## src/rtl/rr_stream_mux.sv

```systemverilog
// Registered N-to-1 valid/ready stream mux with round-robin or fixed-select arbitration.
// Define MUX_LOCK_EN to add in_last/out_last and hold the grant until a packet's last beat.
module rr_stream_mux #(
    parameter int unsigned N = 9,
    parameter int unsigned W = 4,
    parameter int unsigned M = 4
) (
    input  logic           clk,
    input  logic           rst_n,
    input  logic [N*W-1:0] in_data,
    input  logic [N-1:0]   in_valid,
    output logic [N-1:0]   in_ready,
`ifdef MUX_LOCK_EN
    input  logic [N-1:0]   in_last,
    output logic           out_last,
`endif
    input  logic           mode,
    input  logic [M-1:0]   sel,
    output logic [W-1:0]   out_data,
    output logic [M-1:0]   out_chan,
    output logic           out_valid,
    input  logic           out_ready
);

    logic [M-1:0] ptr_q;
    logic [W-1:0] data_q;
    logic [M-1:0] chan_q;
    logic         valid_q;

    logic         can_load;
    logic         gnt_valid;
    logic [M-1:0] gnt_idx;
    logic [W-1:0] gnt_data;
    logic         take;
    logic         ptr_adv;
    logic [M-1:0] ptr_next;
    logic [N-1:0] hi_req;
    logic [N-1:0] pick;

`ifdef MUX_LOCK_EN
    logic         lock_q;
    logic [M-1:0] lock_chan_q;
    logic         last_q;
    logic         gnt_last;
`endif

    assign can_load = !valid_q || out_ready;
    assign take     = rst_n && can_load && gnt_valid;
    assign ptr_next = (gnt_idx == M'(N - 1)) ? '0 : gnt_idx + 1'b1;

    // Arbitration: lock (if enabled) overrides mode; RR prefers requests at or above ptr.
    always_comb begin
        gnt_valid = 1'b0;
        gnt_idx   = '0;
        hi_req    = '0;
        pick      = '0;
`ifdef MUX_LOCK_EN
        if (lock_q) begin
            for (int i = 0; i < int'(N); i++) begin
                if (M'(i) == lock_chan_q && in_valid[i]) begin
                    gnt_valid = 1'b1;
                    gnt_idx   = M'(i);
                end
            end
        end else
`endif
        if (mode) begin
            for (int i = 0; i < int'(N); i++) begin
                if (M'(i) == sel && in_valid[i]) begin
                    gnt_valid = 1'b1;
                    gnt_idx   = M'(i);
                end
            end
        end else begin
            for (int i = 0; i < int'(N); i++) begin
                hi_req[i] = in_valid[i] && (M'(i) >= ptr_q);
            end
            pick = (|hi_req) ? hi_req : in_valid;
            for (int i = int'(N) - 1; i >= 0; i--) begin
                if (pick[i]) begin
                    gnt_valid = 1'b1;
                    gnt_idx   = M'(i);
                end
            end
        end
    end

    always_comb begin
        in_ready = '0;
        gnt_data = '0;
`ifdef MUX_LOCK_EN
        gnt_last = 1'b0;
`endif
        for (int i = 0; i < int'(N); i++) begin
            if (M'(i) == gnt_idx) begin
                gnt_data = in_data[i*W +: W];
`ifdef MUX_LOCK_EN
                gnt_last = in_last[i];
`endif
            end
            in_ready[i] = take && (M'(i) == gnt_idx);
        end
`ifdef MUX_LOCK_EN
        // Only the packet-ending beat moves the pointer, so a locked packet keeps its slot.
        ptr_adv = gnt_last && (lock_q || !mode);
`else
        ptr_adv = !mode;
`endif
    end

    always_ff @(posedge clk) begin
        if (!rst_n) begin
            ptr_q   <= '0;
            data_q  <= '0;
            chan_q  <= '0;
            valid_q <= 1'b0;
`ifdef MUX_LOCK_EN
            lock_q      <= 1'b0;
            lock_chan_q <= '0;
            last_q      <= 1'b0;
`endif
        end else if (can_load) begin
            if (gnt_valid) begin
                data_q  <= gnt_data;
                chan_q  <= gnt_idx;
                valid_q <= 1'b1;
                if (ptr_adv) begin
                    ptr_q <= ptr_next;
                end
`ifdef MUX_LOCK_EN
                last_q      <= gnt_last;
                lock_q      <= !gnt_last;
                lock_chan_q <= gnt_idx;
`endif
            end else begin
                valid_q <= 1'b0;
            end
        end
    end

    assign out_data  = data_q;
    assign out_chan  = chan_q;
    assign out_valid = valid_q;
`ifdef MUX_LOCK_EN
    assign out_last  = last_q;
`endif

endmodule
```

## config.mk

```make
export PLATFORM = sky130hd
export DESIGN_NAME = rr_stream_mux
export DESIGN_NICKNAME = d
export VERILOG_FILES = /design/src/rtl/rr_stream_mux.sv
export SDC_FILE = /design/constraint.sdc
export NUM_CORES = 1
export LEC_CHECK = 0
export CAP_MARGIN = 15
export CORE_ASPECT_RATIO = 0.75
export CORE_MARGIN = 2
export CORE_UTILIZATION = 40
export DETAILED_ROUTE_END_ITERATION = 10
export PLACE_DENSITY = 0.77
export SYNTH_ARGS = -nofsm -noshare
export SYNTH_HDL_FRONTEND = slang
export SYNTH_SLANG_ARGS = --single-unit
```

## constraint.sdc

```tcl
create_clock -name clk -period 3.9 [get_ports clk]
set_input_delay 0.585 -clock clk [delete_from_list [all_inputs] [get_ports clk]]
set_output_delay 0.585 -clock clk [all_outputs]
set_load 0.02 [all_outputs]
```

==> flow_metrics.py, run 1 <==
metrics = {
    "run_status": {
        "outcome": "finished, final reports clean",
    },
    "synthesis": {
        "syn_nets": 292,
        "ys_seq_area_share_pct": 14.6,
        "synthArstFlopShare_pct": 0,
        "ys_types": 71,
        "synth_area_leaders": "dfxtp_1 15%, a21oi_1 6.2%, nor3_1 3.7%",
        "syn_avg_cell_area_um2": 7.57,
        "synth-edff-count": 0,
        "synthFlopType": "dfxtp_1",
        "syn_inst": 235,
        "synth_seq_cells": 13,
        "syn_area_um2": 1780,
        "synth_top_area_cell": "dfxtp_1",
        "yosysWarnings": 0,
        "synth_top_area_share_pct": 14.6,
    },
    "routing": {
        "routed_via_density": 6.21,
        "first_pass_iters": 5,
        "vias": 2590,
        "wl_um": 7840,
        "drc_errors": 0,
        "drt_iter0_drc": 413,
        "antenna_left": 0,
        "wl_per_cell_um": 18.8,
    },
    "pwr": {
        "fin_total_pwr_mw": 0.894,
        "pwr_density_cell_nw_per_um2": 276,
        "p_leak_nw": 1.34,
        "vdd.ir_drop.worst_uv": 205,
    },
    "die": {
        "start_util_pct": 42.8,
        "pin_count": 71,
        "die_w_um": 81.0,
        "dieArea_um2": 5000,
        "fp-row-count": 20,
        "core_area_um2": 4150,
        "die_h_um": 61.8,
    },
    "global_route": {
        "gr-total-overflow": 0,
        "antenna_found_initial": 0,
        "grt_pass1_vias": 2301,
        "grt_pass1_wl_um": 11000,
        "grt_max_degree": 19,
        "grt_use_total_pct": 28.6,
    },
    "min_path": {
        "min_path_type": "flip-flop to flip-flop",
    },
    "sta": {
        "max_clock_freq_mhz": 263,
        "relSlewSlack_pct": 68.5,
        "fin_skew_ns": 0.00270,
        "finalSetupViolCount": 0,
        "period_minus_slack_ns": 3.81,
        "worst_slew_pin_slew_ns": 0.467,
        "slew_violations": 0,
        "setup_ws_ns": 0.0928,
        "final_hold_viol_count": 0,
        "fin_crit_sh_pct": 97.6,
    },
    "cells_and_area": {
        "fin_nets": 420,
        "post_route_cells_drive_above_1_share_pct": 37.6,
        "antenna_cells": 0,
        "area_growth_syn_to_layout_pct": 82.1,
    },
    "clock_network": {
        "clockBufferDepth": 2,
        "clkTransAtPathRegs_ns": 0.06,
        "cts_hold_buffers": 0,
        "cts_sinks": 13,
        "numCtsBuffers": 3,
        "htreeDepth": 1,
        "cts_tree": "built",
        "clk_latency_ns": 0.25,
        "clock-root-buffer": "clkbuf_8",
    },
    "setup_path": {
        "max_stage_delay_ns": 0.60,
        "crit_buf_inv": 4,
        "start_kind": "flip-flop",
        "arrival_ns": 3.99,
        "critPathKind": "flip-flop to flip-flop",
        "worstPathCellList": "nor2_1, o311ai_2, o2111a_2, buf_6, o21ai_2, a2111oi_4, nor3_2, buf_4, buf_6, ha_4, buf_12, nor2b_1, nor3_1, a21oi_1, o32a_1, o2111ai_2, and4b_1",
        "crit_required_ns": 4.09,
        "crit_fanout": 10,
        "crit_top_cell": "buf_6",
        "crit_slowest_cell": "dfxtp_1",
        "end_kind": "flip-flop",
        "crit_family": "compound AO/OA/AOI/OAI gates",
    },
    "placed_design": {
        "port_buffers": 70,
        "gp_congestion": 0.917,
        "pre_cts_slack_ns": -0.557,
        "hpwlAfterDp_um": 5400,
    },
    "job": {
        "cap_viol_max_count": 0,
    },
}
-- worst register-to-register path, cell delays in order, from the launching register on --
cell and delay [ns]:
dfxtp_1 0.60, nor2_1 0.12, o311ai_2 0.31, o2111a_2 0.35
buf_6 0.12, o21ai_2 0.07, a2111oi_4 0.41, nor3_2 0.11
buf_4 0.16, buf_6 0.12, ha_4 0.19, buf_12 0.13
nor2b_1 0.13, nor3_1 0.13, a21oi_1 0.06, o32a_1 0.35
o2111ai_2 0.17, and4b_1 0.22
-- synthesized netlist by cell type, types with 5 or more instances --
| library cell | n |
|---|---|
| nand3_1 | 5 |
| nor2_1 | 17 |
| clkbuf_1 | 5 |
| and2_1 | 9 |
| dfxtp_1 | 13 |
| nor2b_1 | 7 |
| nor3_1 | 13 |
| inv_1 | 13 |
| nand2_1 | 14 |
| a21oi_1 | 22 |
| a221oi_1 | 5 |
| a211oi_1 | 5 |
| o21ai_0 | 8 |
-- cell usage in the layout, fill, tap and decap left out, types with 4 or more instances in the layout --
cell type and n:
nand3_1 5, or2_2 4, o21ai_0 4, nor3_1 10, clkbuf_2 7, nor2b_1 6
nor2_1 17, nand2_1 14, buf_4 62, o31ai_1 4, and2_1 9, a21oi_1 20
a211oi_1 4, clkdlybuf4s50_1 54, dfxtp_1 11, nor3b_1 4, inv_1 11, dlygate4sd2_1 5
a221oi_2 4, buf_6 5
-- per-layer routing --
layer	global-route usage, %	wire length [um]	vias to the layer above
li1	-	-	1168
met1	40.6	3350	1223
met2	45.9	3570	167
met3	5.92	713	32
met4	5.08	204	0
met5	0	0	-
-- sequential cells by signal (all words and copies together), names as in the netlist --
register and count:
out_chan 4, out_valid 1, ptr_q 4, out_data 4
-- path summary, 6_finish.rpt --
path | from | end | slack, ns | depth (start not counted)
hold / removal | out_data[1]$_SDFFE_PN0P_ | out_data[1]$_SDFFE_PN0P_ | 0.48 | 2
setup reg to reg | ptr_q[0]$_SDFFE_PN0P_ | out_data[3]$_SDFFE_PN0P_ | 0.09 | 17
hold reg to reg | out_data[1]$_SDFFE_PN0P_ | out_data[1]$_SDFFE_PN0P_ | 0.48 | 2
setup / recovery | ptr_q[0]$_SDFFE_PN0P_ | out_data[3]$_SDFFE_PN0P_ | 0.09 | 17
-- per-stage QoR --
stage | cell area [um2] | instances | hold slack [ns] | utilization (%) | TNS [ns]
6_report | 3240 | 417 | 0.478 | 78.0 | 0
4_1_cts | 3050 | 412 | 0.476 | 73.4 | 0
3_5_place_dp | 2900 | 403 | 0.458 | 69.9 | -6.53
5_1_grt | 3240 | 417 | 0.495 | 78.0 | -0.160
3_3_place_gp | 2900 | 403 | 0.456 | 69.9 | -5.60
2_1_floorplan | 1780 | 235 | 0.538 | - | 0
-- where the power goes --
group / switching (mW) / total [mW] / internal (mW)
logic: 0.284 / 0.595 / 0.311
registers: 0.0207 / 0.172 / 0.151
clock network: 0.0556 / 0.126 / 0.0707
-- cell type report --
type	count	area, um2
timing repair buffer	139	1230
clock inverter	1	5.00
multi-input combinational	193	1580
fill	284	915
clock buffer	3	41.3
sequential	13	263
tap	55	68.8
inverter	13	51.3
-- timing repair --
item / 4_1_cts / 5_1_grt
endpoints found under the setup margin: 13 / 13
setup buffers: 5 / 5
gates resized for setup: 35 / 48
pin swaps: 13 / 25
gates cloned: 0 / 1
-- cell families (layout without fill, tap and decap cells) --
group / Yosys count / in the layout / share of synthesized area [%]
multiplexers: 5 / 5 / 3.59
buffers and inverters: 29 / 156 / 8.51
AND/OR/NAND/NOR: 94 / 94 / 30.0
AO/OA/AOI/OAI: 90 / 90 / 40.5
flip-flops: 13 / 13 / 14.6
adder cells (fa/ha/maj): 4 / 4 / 2.81
No activity file was read; power rests on OpenSTA's default activity.
==> run 2: changes to the inputs <==
Settings changed: MAX_ROUTING_LAYER from default to met4.
==> flow_metrics.py, run 2 (synthesized netlist as in run 1, its figures left out) <==
metrics = {
    "run_status": {
        "outcome": "finished, final reports clean",
    },
    "routing": {
        "first_pass_iters": 5,
        "drc_errors": 0,
        "met1_length_um": 3460,
        "routed_via_density": 6.17,
        "wl_um": 7770,
        "wl_per_cell_um": 18.8,
        "route.met2.wl_um": 3440,
        "wl_met3_um": 652,
        "antenna_left": 0,
        "highest_layer": "met4",
        "vias": 2549,
        "drt_iter0_drc": 340,
    },
    "cells_and_area": {
        "stdcell_count": 413,
        "mostFrequentLayoutCells": "60 x buf_4, 54 x clkdlybuf4s50_1, 20 x a21oi_1, 17 x nor2_1, 14 x nand2_1",
        "post_route_cells_drive_above_1_share_pct": 38.0,
        "fin_util_pct": 78.3,
        "area_growth_syn_to_layout_pct": 82.8,
        "mostFrequentLayoutCell": "buf_4",
        "antenna_cells": 0,
        "design_area_um2": 3250,
        "fin_nets": 416,
    },
    "pwr": {
        "p_leak_nw": 1.32,
        "vdd.ir_drop.worst_uv": 202,
        "pwr_density_cell_nw_per_um2": 277,
    },
    "sta": {
        "fin_tns_setup_ns": 0,
        "fin_skew_ns": 0.00662,
        "max_clock_freq_mhz": 259,
        "rsz0062_at_grt": "true",
        "relSlewSlack_pct": 66.6,
        "slew_violations": 0,
        "finalSetupViolCount": 0,
        "worst_slew_pin_slew_ns": 0.498,
        "period_minus_slack_ns": 3.86,
        "fin_crit_sh_pct": 99.0,
        "final_hold_viol_count": 0,
        "hold_ws_ns": 0.474,
    },
    "global_route": {
        "grt_max_degree": 19,
        "grt_pass1_wl_um": 11400,
        "grt_pass1_vias": 2300,
        "gr-total-overflow": 0,
        "grt_use_total_pct": 31.1,
        "antenna_found_initial": 0,
    },
    "clock_network": {
        "cts_hold_buffers": 0,
        "clk_latency_ns": 0.26,
        "clkTransAtPathRegs_ns": 0.07,
        "cts_sinks": 13,
        "clock-root-buffer": "clkbuf_8",
        "clockBufferDepth": 2,
        "cts_tree": "built",
        "numCtsBuffers": 3,
        "htreeDepth": 1,
    },
    "setup_path": {
        "crit_top_cell": "buf_6",
        "crit_fanout": 6,
        "arrival_ns": 4.05,
        "crit_slowest_cell": "o2111a_2",
        "end_kind": "flip-flop",
        "rr_endpoint": "out_data[3]$_SDFFE_PN0P_",
        "r2r_setup_slack_ns": 0.10,
        "critPathKind": "primary input to flip-flop",
        "start_kind": "primary input",
        "worstPathCellList": "dlygate4sd2_1, or2_1, a221oi_2, o2111a_2, buf_6, buf_6, o221ai_4, o221ai_2, a32o_2, inv_2, buf_4, ha_4, nor2b_4, buf_6, a221oi_2, nor3_1, a21oi_1, o32a_1, o2111ai_2, and4b_1",
        "crit_required_ns": 4.09,
        "rr_startpoint": "ptr_q[0]$_SDFFE_PN0P_",
        "critPathLaunch": "in_valid[7]",
        "rr_worst_depth": 19,
        "max_stage_delay_ns": 0.32,
    },
    "die": {
        "die_h_um": 61.8,
        "dieArea_um2": 5000,
        "core_area_um2": 4150,
        "pin_count": 71,
        "fp-row-count": 20,
        "die_w_um": 81.0,
        "start_util_pct": 42.8,
    },
    "placed_design": {
        "port_buffers": 70,
        "gp_congestion": 0.921,
        "placedCellCount": 404,
        "place_area_um2": 2910,
        "hpwlAfterDp_um": 5470,
    },
    "job": {
        "cap_viol_max_count": 0,
    },
    "min_path": {
        "worstHoldEndpoint": "out_data[2]$_SDFFE_PN0P_",
        "worstHoldStart": "out_data[2]$_SDFFE_PN0P_",
        "timing.hold.worst_path_depth": 2,
        "min_path_type": "flip-flop to flip-flop",
    },
}
## run 2: cell types whose count changed in the layout (fill, tap and decap cells not counted), moves of 2 or more
cell             previous run  this run
clkbuf_2                    7         3
buf_4                      62        60
o21ai_0                     4         7
o21ai_2                     3         1
clkdlybuf4s15_2             0         4
o221ai_1                    2         0
## run 2: worst max-delay path by stage
stage	slack (ns)	to	depth (start not counted)
3_3_place_gp	-0.50	in_ready[1]	12
4_1_cts	0.005	out_data[3]$_SDFFE_PN0P_	19
3_5_place_dp	-0.64	in_ready[3]	13
5_1_grt	-0.13	out_data[3]$_SDFFE_PN0P_	20
6_report	0.04	out_data[3]$_SDFFE_PN0P_	20
2_1_floorplan	0.14	in_ready[8]	13
## run 2: layer usage
metal | vias up | track usage (%)
met2 | 160 | 48.4
met5 | - | -
met3 | 36 | 5.64
li1 | 1167 | -
met1 | 1186 | 42.3
met4 | 0 | 7.51
## run 2: final cells by class
class                           count  area [um2]
Multi-Input combinational cell    193        1620
Timing Repair Buffer              135        1200
Fill cell                         312         902
Sequential cell                    13         263
Tap cell                           55        68.8
Inverter                           13        51.3
Clock buffer                        3        41.3
Clock inverter                      1        5.00
## run 2: timing repair
item	in CTS	in global routing
hold endpoints to repair	0	0
endpoints found under the setup margin	13	13
buffers inserted	5	1
resized for setup	52	34
pin swaps	12	23
## run 2: metrics by stage
stage / setup WS [ns] / power, mW
final: 0.0406 / 0.902
after global routing: -0.131 / 0.942
after CTS: 0.00498 / 0.823
after detailed placement: -0.644 / 0.652
after global placement: -0.503 / 0.646
after floorplan: 0.144 / 0.421
## run 2: report_power, final
group	leakage [nW]	internal [mW]	switching [mW]
sequential	0.108	0.151	0.0218
combinational	1.19	0.308	0.288
clock	0.0255	0.0710	0.0618
total	1.32	0.530	0.371
## run 2: worst max-delay path, delay by kind of cell
kind                       cells  cell delay (ns)
and+or+nand+nor                4             0.79
buffers and inverters          6             0.78
adders and majority gates      1             0.17
AOI/OAI and AO/OA              9             1.71
